**src/rtl/dcache_ctrl.sv**
```systemverilog
// Tag/valid/LRU control for a 4-way data cache with 16-byte lines.
// Arbitrates one memory port between line refills and write-through stores.
module dcache_ctrl #(
    parameter int ADDR_W   = 20,
    parameter int OFFSET_W = 4
) (
    input  logic              clk_i,
    input  logic              rsn_i,
    input  logic              read_req_i,
    input  logic [ADDR_W-1:0] read_addr_i,
    input  logic              write_req_i,
    input  logic [ADDR_W-1:0] write_addr_i,
    input  logic [31:0]       write_data_i,
    input  logic              rqst_byte_i,
    input  logic              mem_ready_i,
    output logic              mem_req_o,
    output logic              mem_we_o,
    output logic [ADDR_W-1:0] mem_addr_o,
    output logic [31:0]       mem_wdata_o,
    output logic              mem_byte_o,
    output logic              read_hit_o,
    output logic [1:0]        read_hit_way_o,
    output logic              write_hit_o,
    output logic [1:0]        write_hit_way_o,
    output logic [1:0]        lru_way_o,
    output logic              read_miss_o,
    output logic              stall_o
);

    localparam int TAG_W = ADDR_W - OFFSET_W;
    localparam int WAYS  = 4;

    typedef enum logic [1:0] {
        IDLE    = 2'd0,
        RD_WAIT = 2'd1,
        WR_WAIT = 2'd2
    } state_t;

    function automatic logic [1:0] f_first_set(input logic [3:0] vec);
        logic [1:0] idx;
        casez (vec)
            4'b???1: idx = 2'd0;
            4'b??10: idx = 2'd1;
            4'b?100: idx = 2'd2;
            4'b1000: idx = 2'd3;
            default: idx = 2'd0;
        endcase
        return idx;
    endfunction

    // Ages stay a permutation of 0..3: only younger ways than the touched one move.
    function automatic logic [1:0] f_age_next(input logic [1:0] age,
                                              input logic [1:0] touched_age,
                                              input logic       is_touched);
        logic [1:0] nxt;
        if (is_touched) begin
            nxt = 2'd0;
        end else if (age < touched_age) begin
            nxt = age + 2'd1;
        end else begin
            nxt = age;
        end
        return nxt;
    endfunction

    state_t            r_state;
    state_t            w_state_nxt;
    logic [TAG_W-1:0]  r_tag [WAYS];
    logic [WAYS-1:0]   r_valid;
    logic [1:0]        r_age [WAYS];
    logic [1:0]        r_victim;
    logic              r_mem_req;
    logic              r_mem_we;
    logic              r_mem_byte;
    logic [ADDR_W-1:0] r_mem_addr;
    logic [31:0]       r_mem_wdata;

    logic [WAYS-1:0]   w_rd_match;
    logic [WAYS-1:0]   w_wr_match;
    logic [WAYS-1:0]   w_age_max;
    logic              w_rd_hit;
    logic              w_wr_hit;
    logic              w_idle;
    logic [1:0]        w_rd_way;
    logic [1:0]        w_wr_way;
    logic [1:0]        w_live_victim;
    logic              w_wr_accept;
    logic              w_read_miss;
    logic              w_write_hit;
    logic              w_install;
    logic              w_touch;
    logic [1:0]        w_touch_way;
    logic              w_unused_rd_offset;

    assign w_unused_rd_offset = ^read_addr_i[OFFSET_W-1:0];

    // Per-way tag compare and oldest-way detect
    always_comb begin
        w_rd_match = {WAYS{1'b0}};
        w_wr_match = {WAYS{1'b0}};
        w_age_max  = {WAYS{1'b0}};
        for (int i = 0; i < WAYS; i++) begin
            w_rd_match[i] = r_valid[i] && (r_tag[i] == read_addr_i[ADDR_W-1:OFFSET_W]);
            w_wr_match[i] = r_valid[i] && (r_tag[i] == write_addr_i[ADDR_W-1:OFFSET_W]);
            w_age_max[i]  = (r_age[i] == 2'd3);
        end
    end

    // Hit qualification, hit way encode and live victim choice
    always_comb begin
        w_idle   = (r_state == IDLE);
        w_rd_hit = read_req_i & (|w_rd_match);
        w_wr_hit = write_req_i & (|w_wr_match);
        if (w_rd_hit) begin
            w_rd_way = f_first_set(w_rd_match);
        end else begin
            w_rd_way = 2'd0;
        end
        if (w_wr_hit) begin
            w_wr_way = f_first_set(w_wr_match);
        end else begin
            w_wr_way = 2'd0;
        end
        if (&r_valid) begin
            w_live_victim = f_first_set(w_age_max);
        end else begin
            w_live_victim = f_first_set(~r_valid);
        end
    end

    // Next state, one-cycle strobes and the LRU touch request
    always_comb begin
        w_state_nxt = r_state;
        w_wr_accept = 1'b0;
        w_read_miss = 1'b0;
        w_write_hit = 1'b0;
        w_install   = 1'b0;
        w_touch     = 1'b0;
        w_touch_way = 2'd0;
        case (r_state)
            IDLE: begin
                // A pending store always wins; the load is re-examined afterwards.
                if (write_req_i) begin
                    w_state_nxt = WR_WAIT;
                    w_wr_accept = 1'b1;
                    w_write_hit = w_wr_hit;
                    w_touch     = w_wr_hit;
                    w_touch_way = w_wr_way;
                end else if (read_req_i) begin
                    if (w_rd_hit) begin
                        w_state_nxt = IDLE;
                        w_touch     = 1'b1;
                        w_touch_way = w_rd_way;
                    end else begin
                        w_state_nxt = RD_WAIT;
                        w_read_miss = 1'b1;
                    end
                end else begin
                    w_state_nxt = IDLE;
                end
            end
            RD_WAIT: begin
                if (mem_ready_i) begin
                    w_state_nxt = IDLE;
                    w_install   = 1'b1;
                    w_touch     = 1'b1;
                    w_touch_way = r_victim;
                end else begin
                    w_state_nxt = RD_WAIT;
                end
            end
            WR_WAIT: begin
                if (mem_ready_i) begin
                    w_state_nxt = IDLE;
                end else begin
                    w_state_nxt = WR_WAIT;
                end
            end
            default: begin
                w_state_nxt = IDLE;
            end
        endcase
    end

    // FSM state register
    always_ff @(posedge clk_i or negedge rsn_i) begin
        if (!rsn_i) begin
            r_state <= IDLE;
        end else begin
            r_state <= w_state_nxt;
        end
    end

    // Tag/valid array, written only when a refill completes
    always_ff @(posedge clk_i or negedge rsn_i) begin
        if (!rsn_i) begin
            for (int i = 0; i < WAYS; i++) begin
                r_tag[i] <= {TAG_W{1'b0}};
            end
            r_valid <= {WAYS{1'b0}};
        end else if (w_install) begin
            r_tag[r_victim]   <= r_mem_addr[ADDR_W-1:OFFSET_W];
            r_valid[r_victim] <= 1'b1;
        end
    end

    // True-LRU ages
    always_ff @(posedge clk_i or negedge rsn_i) begin
        if (!rsn_i) begin
            for (int i = 0; i < WAYS; i++) begin
                r_age[i] <= 2'(i);
            end
        end else if (w_touch) begin
            for (int i = 0; i < WAYS; i++) begin
                r_age[i] <= f_age_next(r_age[i], r_age[w_touch_way], (w_touch_way == 2'(i)));
            end
        end
    end

    // Victim frozen for the whole refill
    always_ff @(posedge clk_i or negedge rsn_i) begin
        if (!rsn_i) begin
            r_victim <= 2'd0;
        end else if (w_read_miss) begin
            r_victim <= w_live_victim;
        end
    end

    // Registered memory port; the held address also supplies the refill tag
    always_ff @(posedge clk_i or negedge rsn_i) begin
        if (!rsn_i) begin
            r_mem_req   <= 1'b0;
            r_mem_we    <= 1'b0;
            r_mem_byte  <= 1'b0;
            r_mem_addr  <= {ADDR_W{1'b0}};
            r_mem_wdata <= 32'd0;
        end else if (w_wr_accept) begin
            r_mem_req   <= 1'b1;
            r_mem_we    <= 1'b1;
            r_mem_byte  <= rqst_byte_i;
            r_mem_addr  <= write_addr_i;
            r_mem_wdata <= write_data_i;
        end else if (w_read_miss) begin
            r_mem_req   <= 1'b1;
            r_mem_we    <= 1'b0;
            r_mem_byte  <= 1'b0;
            r_mem_addr  <= {read_addr_i[ADDR_W-1:OFFSET_W], {OFFSET_W{1'b0}}};
            r_mem_wdata <= 32'd0;
        end else if (!w_idle && mem_ready_i) begin
            r_mem_req   <= 1'b0;
            r_mem_we    <= 1'b0;
        end
    end

    assign mem_req_o       = r_mem_req;
    assign mem_we_o        = r_mem_we;
    assign mem_addr_o      = r_mem_addr;
    assign mem_wdata_o     = r_mem_wdata;
    assign mem_byte_o      = r_mem_byte;
    assign read_hit_o      = w_rd_hit;
    assign read_hit_way_o  = w_rd_way;
    assign write_hit_o     = w_write_hit;
    assign write_hit_way_o = w_wr_way;
    assign lru_way_o       = w_idle ? w_live_victim : r_victim;
    assign read_miss_o     = w_read_miss;
    assign stall_o         = ~w_idle | w_wr_accept | (w_idle & read_req_i & ~w_rd_hit);

endmodule
```
**config.mk**
```make
export PLATFORM = sky130hd
export DESIGN_NAME = dcache_ctrl
export DESIGN_NICKNAME = d
export VERILOG_FILES = /design/src/rtl/dcache_ctrl.sv
export SDC_FILE = /design/constraint.sdc
export NUM_CORES = 1
export LEC_CHECK = 0
export CORE_AREA = 2 2 110 133
export DETAILED_ROUTE_END_ITERATION = 8
export DIE_AREA = 0 0 112 135
export GPL_TIMING_DRIVEN = 0
export PLACE_DENSITY_LB_ADDON = 0.2
export SLEW_MARGIN = 10
export SYNTH_ARGS = -nofsm -noshare
export SYNTH_HDL_FRONTEND = slang
export SYNTH_SLANG_ARGS = --single-unit
```
**constraint.sdc**
```tcl
create_clock -name clk_i -period 8 [get_ports clk_i]
set_input_delay 1.6 -clock clk_i [delete_from_list [all_inputs] [get_ports clk_i]]
set_output_delay 1.6 -clock clk_i [all_outputs]
set_load 0.02 [all_outputs]
```
==> qor.csv <==
stage,metric,value,unit
outcome,status,finished clean,
clock_tree,clock tree buffer depth,2,
global_routing,initial antenna violation count,1,
floorplan,die width,112,um
setup_path,FF-to-FF path depth,12,
setup_path,"Max FO, Critical Path",10,
synthesis,Syn Inst Count,816,
timing,max-slew violations,0,
route,DRC violations left,0,
clock_tree,clk_lat worst skew,420,ps
pwr,P_leak,4.24,nW
cells_and_area,final cell count without fillers,1127,
place,DP Cell Count,1095,
timing,RSZ-0062 raised after global routing,no,
route,DR vias/cell,5.92,
setup_path,reg2reg start,r_tag[51]$_DFFE_PN0P_,
clock_tree,CTS Sinks,135,
synthesis,Synth top cells by count,"nand2_1, dfrtp_1, xor2_1",
synthesis,Yosys top cell area share,41.5,%
clock_tree,cts hold-fix bufs,0,
setup_path,Critical R2R Capture,r_age[1]$_DFFE_PN1P_,
clock_tree,CTS root buffer,clkbuf_16,
synthesis,Mapped Nets,898,
global_routing,largest net degree at the start of global routing,89,
timing,clock skew,7.58,ps
cells_and_area,fin util,71.9,%
hold_path,Hold Crit Depth,2,
place,DP HPWL,17400,um
timing,final worst path period share,80.7,%
clock_tree,clock-pin transition on the worst setup and hold timing paths,60,ps
synthesis,Yosys top cell by area,dfrtp_1,
pwr,total power,3.76,mW
floorplan,Starting Density,57.4,%
floorplan,die area,15100,um^2
clock_tree,H-tree depth,4,
route,TritonRoute pass-1 iters,5,
setup_path,R2R Setup Slk,4370,ps
cells_and_area,number of nets in the layout,1025,
cells_and_area,P&R area growth vs syn,25.3,%
synthesis,syn_area_per_cell,9.68,um^2
hold_path,Hold Path End,mem_req_o$_DFFE_PN0P_,
floorplan,I/O pin count,143,
synthesis,Yosys cell types,64,
floorplan,Rows,47,
synthesis,async set-reset flop share out of synthesis,100,%
timing,Tmin final,6460,ps
route,DRT iter0 DRCs,561,
timing,Peak Freq,155,MHz
synthesis,"EDFF count, synth",0,
pwr,Power per Cell Area,380,nW/um^2
setup_path,"Req. time, crit path",6400,ps
route,Via Count,6667,
floorplan,Core Box Area,13800,um^2
route,routed len/inst,20.8,um
cells_and_area,Ant. Diodes,0,
place,routability cong.,1.09,
floorplan,Die Y,135,um
setup_path,CP Launch Type,input port,
synthesis,post-synthesis sequential area ratio,42.8,%
clock_tree,Post-CTS Setup Bufs,0,
hold_path,Worst Hold Launch,mem_req_o$_DFFE_PN0P_,
place,IO buf count,106,
global_routing,vias in the first global route,6783,
global_routing,first-pass GRT wire length,36600,um
setup_path,kind of critical path,input port to output port,
route,total routed wirelength,23400,um
clock_tree,Post-CTS Resized,0,
route,post-route ant nets,0,
timing,final hold viol count,0,
clock_tree,CTS tree,yes,
timing,Max transition margin,42.1,%
flow_run,MaxCap Viol Count,0,
setup_path,"Arr. time, crit path",4860,ps
synthesis,Mapped Area,7900,um^2
pwr,peak supply drop,0.000247,V
cells_and_area,fraction of layout instances using a drive strength above 1,14.3,%
timing,final setup vio count,0,
synthesis,"flops & latches, synth",135,
hold_path,worst min-delay path class,flip-flop to flip-flop,
global_routing,Congestion Overflow GR,0,
synthesis,synth top area cells,"dfrtp_1, xor2_1, mux2_2, nand2_1, xnor2_1",
clock_tree,CTS Buf Count,17,
synthesis,top-count cell post-synth,nand2_1,
synthesis,Main synth FF type,dfrtp_1,
timing,Least-Margin Pin Slew,865,ps
global_routing,gr usage total,31.6,%
setup_path,Worst Setup End Kind,output port,
synthesis,Synth warnings,0,
layout by cell type (no fill, tap or decap), types with 9 or more instances in the layout:
cell type | netlist | layout
nand2_1 | 138 | 138
dfrtp_1 | 131 | 131
clkdlybuf4s50_1 | 0 | 105
xor2_1 | 86 | 86
mux2_2 | 65 | 65
o21ai_0 | 61 | 61
clkbuf_1 | 48 | 49
xnor2_1 | 43 | 43
nor2_1 | 31 | 31
nor4_1 | 27 | 26
a21oi_1 | 19 | 19
mux2i_1 | 17 | 17
clkbuf_16 | 0 | 17
inv_1 | 15 | 15
nand4_1 | 13 | 13
buf_2 | 9 | 9
cell type report:
class / count / area (um^2)
multi-input combinational: 605 / 4210
fill: 1064 / 3860
sequential: 135 / 3380
timing repair buffer: 108 / 1100
clock buffer: 20 / 457
buffer: 60 / 251
clock inverter: 12 / 223
tap: 171 / 214
inverter: 16 / 60.1
per-stage QoR:
stage	setup TNS, ps	cell area [um^2]	worst slack (ps)	hold WS (ps)
final	0	9900	1540	508
after global routing	0	9900	1350	534
after CTS	0	9900	1620	504
after detailed placement	0	9220	1650	488
after global placement	-3470	9180	-41.2	475
after floorplan	0	7900	2970	491
power breakdown:
group	switching, mW	internal (mW)	leakage [nW]	total, mW
Clock	0.301	0.601	0.326	0.902
Combinational	0.867	0.697	2.18	1.56
Sequential	0.311	0.983	1.73	1.29
Total	1.48	2.28	4.24	3.76
kinds of logic (layout without fill, tap and decap cells):
family          count (synthesis)  after routing  synth area share (%)
simple gates                  267            267                  16.6
flops                         135            135                  42.8
xor+xnor                      129            129                  14.3
compound gates                123            123                  10.3
mux                            82             82                  11.4
buf+inv                        76            216                  3.94
fa+ha+maj                       4              4                 0.633
metal layers:
layer	vias up	track usage [%]	share of wire [%]
met4	2	11.8	3.2
met3	58	8.62	6.8
met2	277	51.2	48
li1	3074	-	-
met1	3256	41.0	42
met5	-	0	0.056
flip-flops by register name (all words and copies together), names as in the netlist, 2 cells and up:
register     count
mem_wdata_o     32
mem_addr_o      20
r_age            8
r_valid          4
r_tag           64
r_victim         2
r_state          2
worst max path at each step:
| stage | startpoint | endpoint | cells past startpoint |
|---|---|---|---|
| after floorplan | read_addr_i[9] | read_miss_o | 9 |
| after global placement | rsn_i | mem_wdata_o[25]$_DFFE_PN0P_ | 1 |
| after detailed placement | read_addr_i[13] | read_miss_o | 11 |
| after CTS | read_addr_i[13] | read_miss_o | 11 |
| after global routing | read_addr_i[13] | read_miss_o | 11 |
| final | read_addr_i[13] | read_miss_o | 11 |
worst max-delay path, cell delays in order:
cell             delay, ps
clkbuf_1               310
xor2_1                 360
nor4_1                 110
nand4_1                250
o21ai_1                160
nor2_1                 240
nand2_1                140
nor3_1                 290
buf_2                  380
clkbuf_1               340
clkdlybuf4s50_1        680
Power figures use the tool's default switching activity.
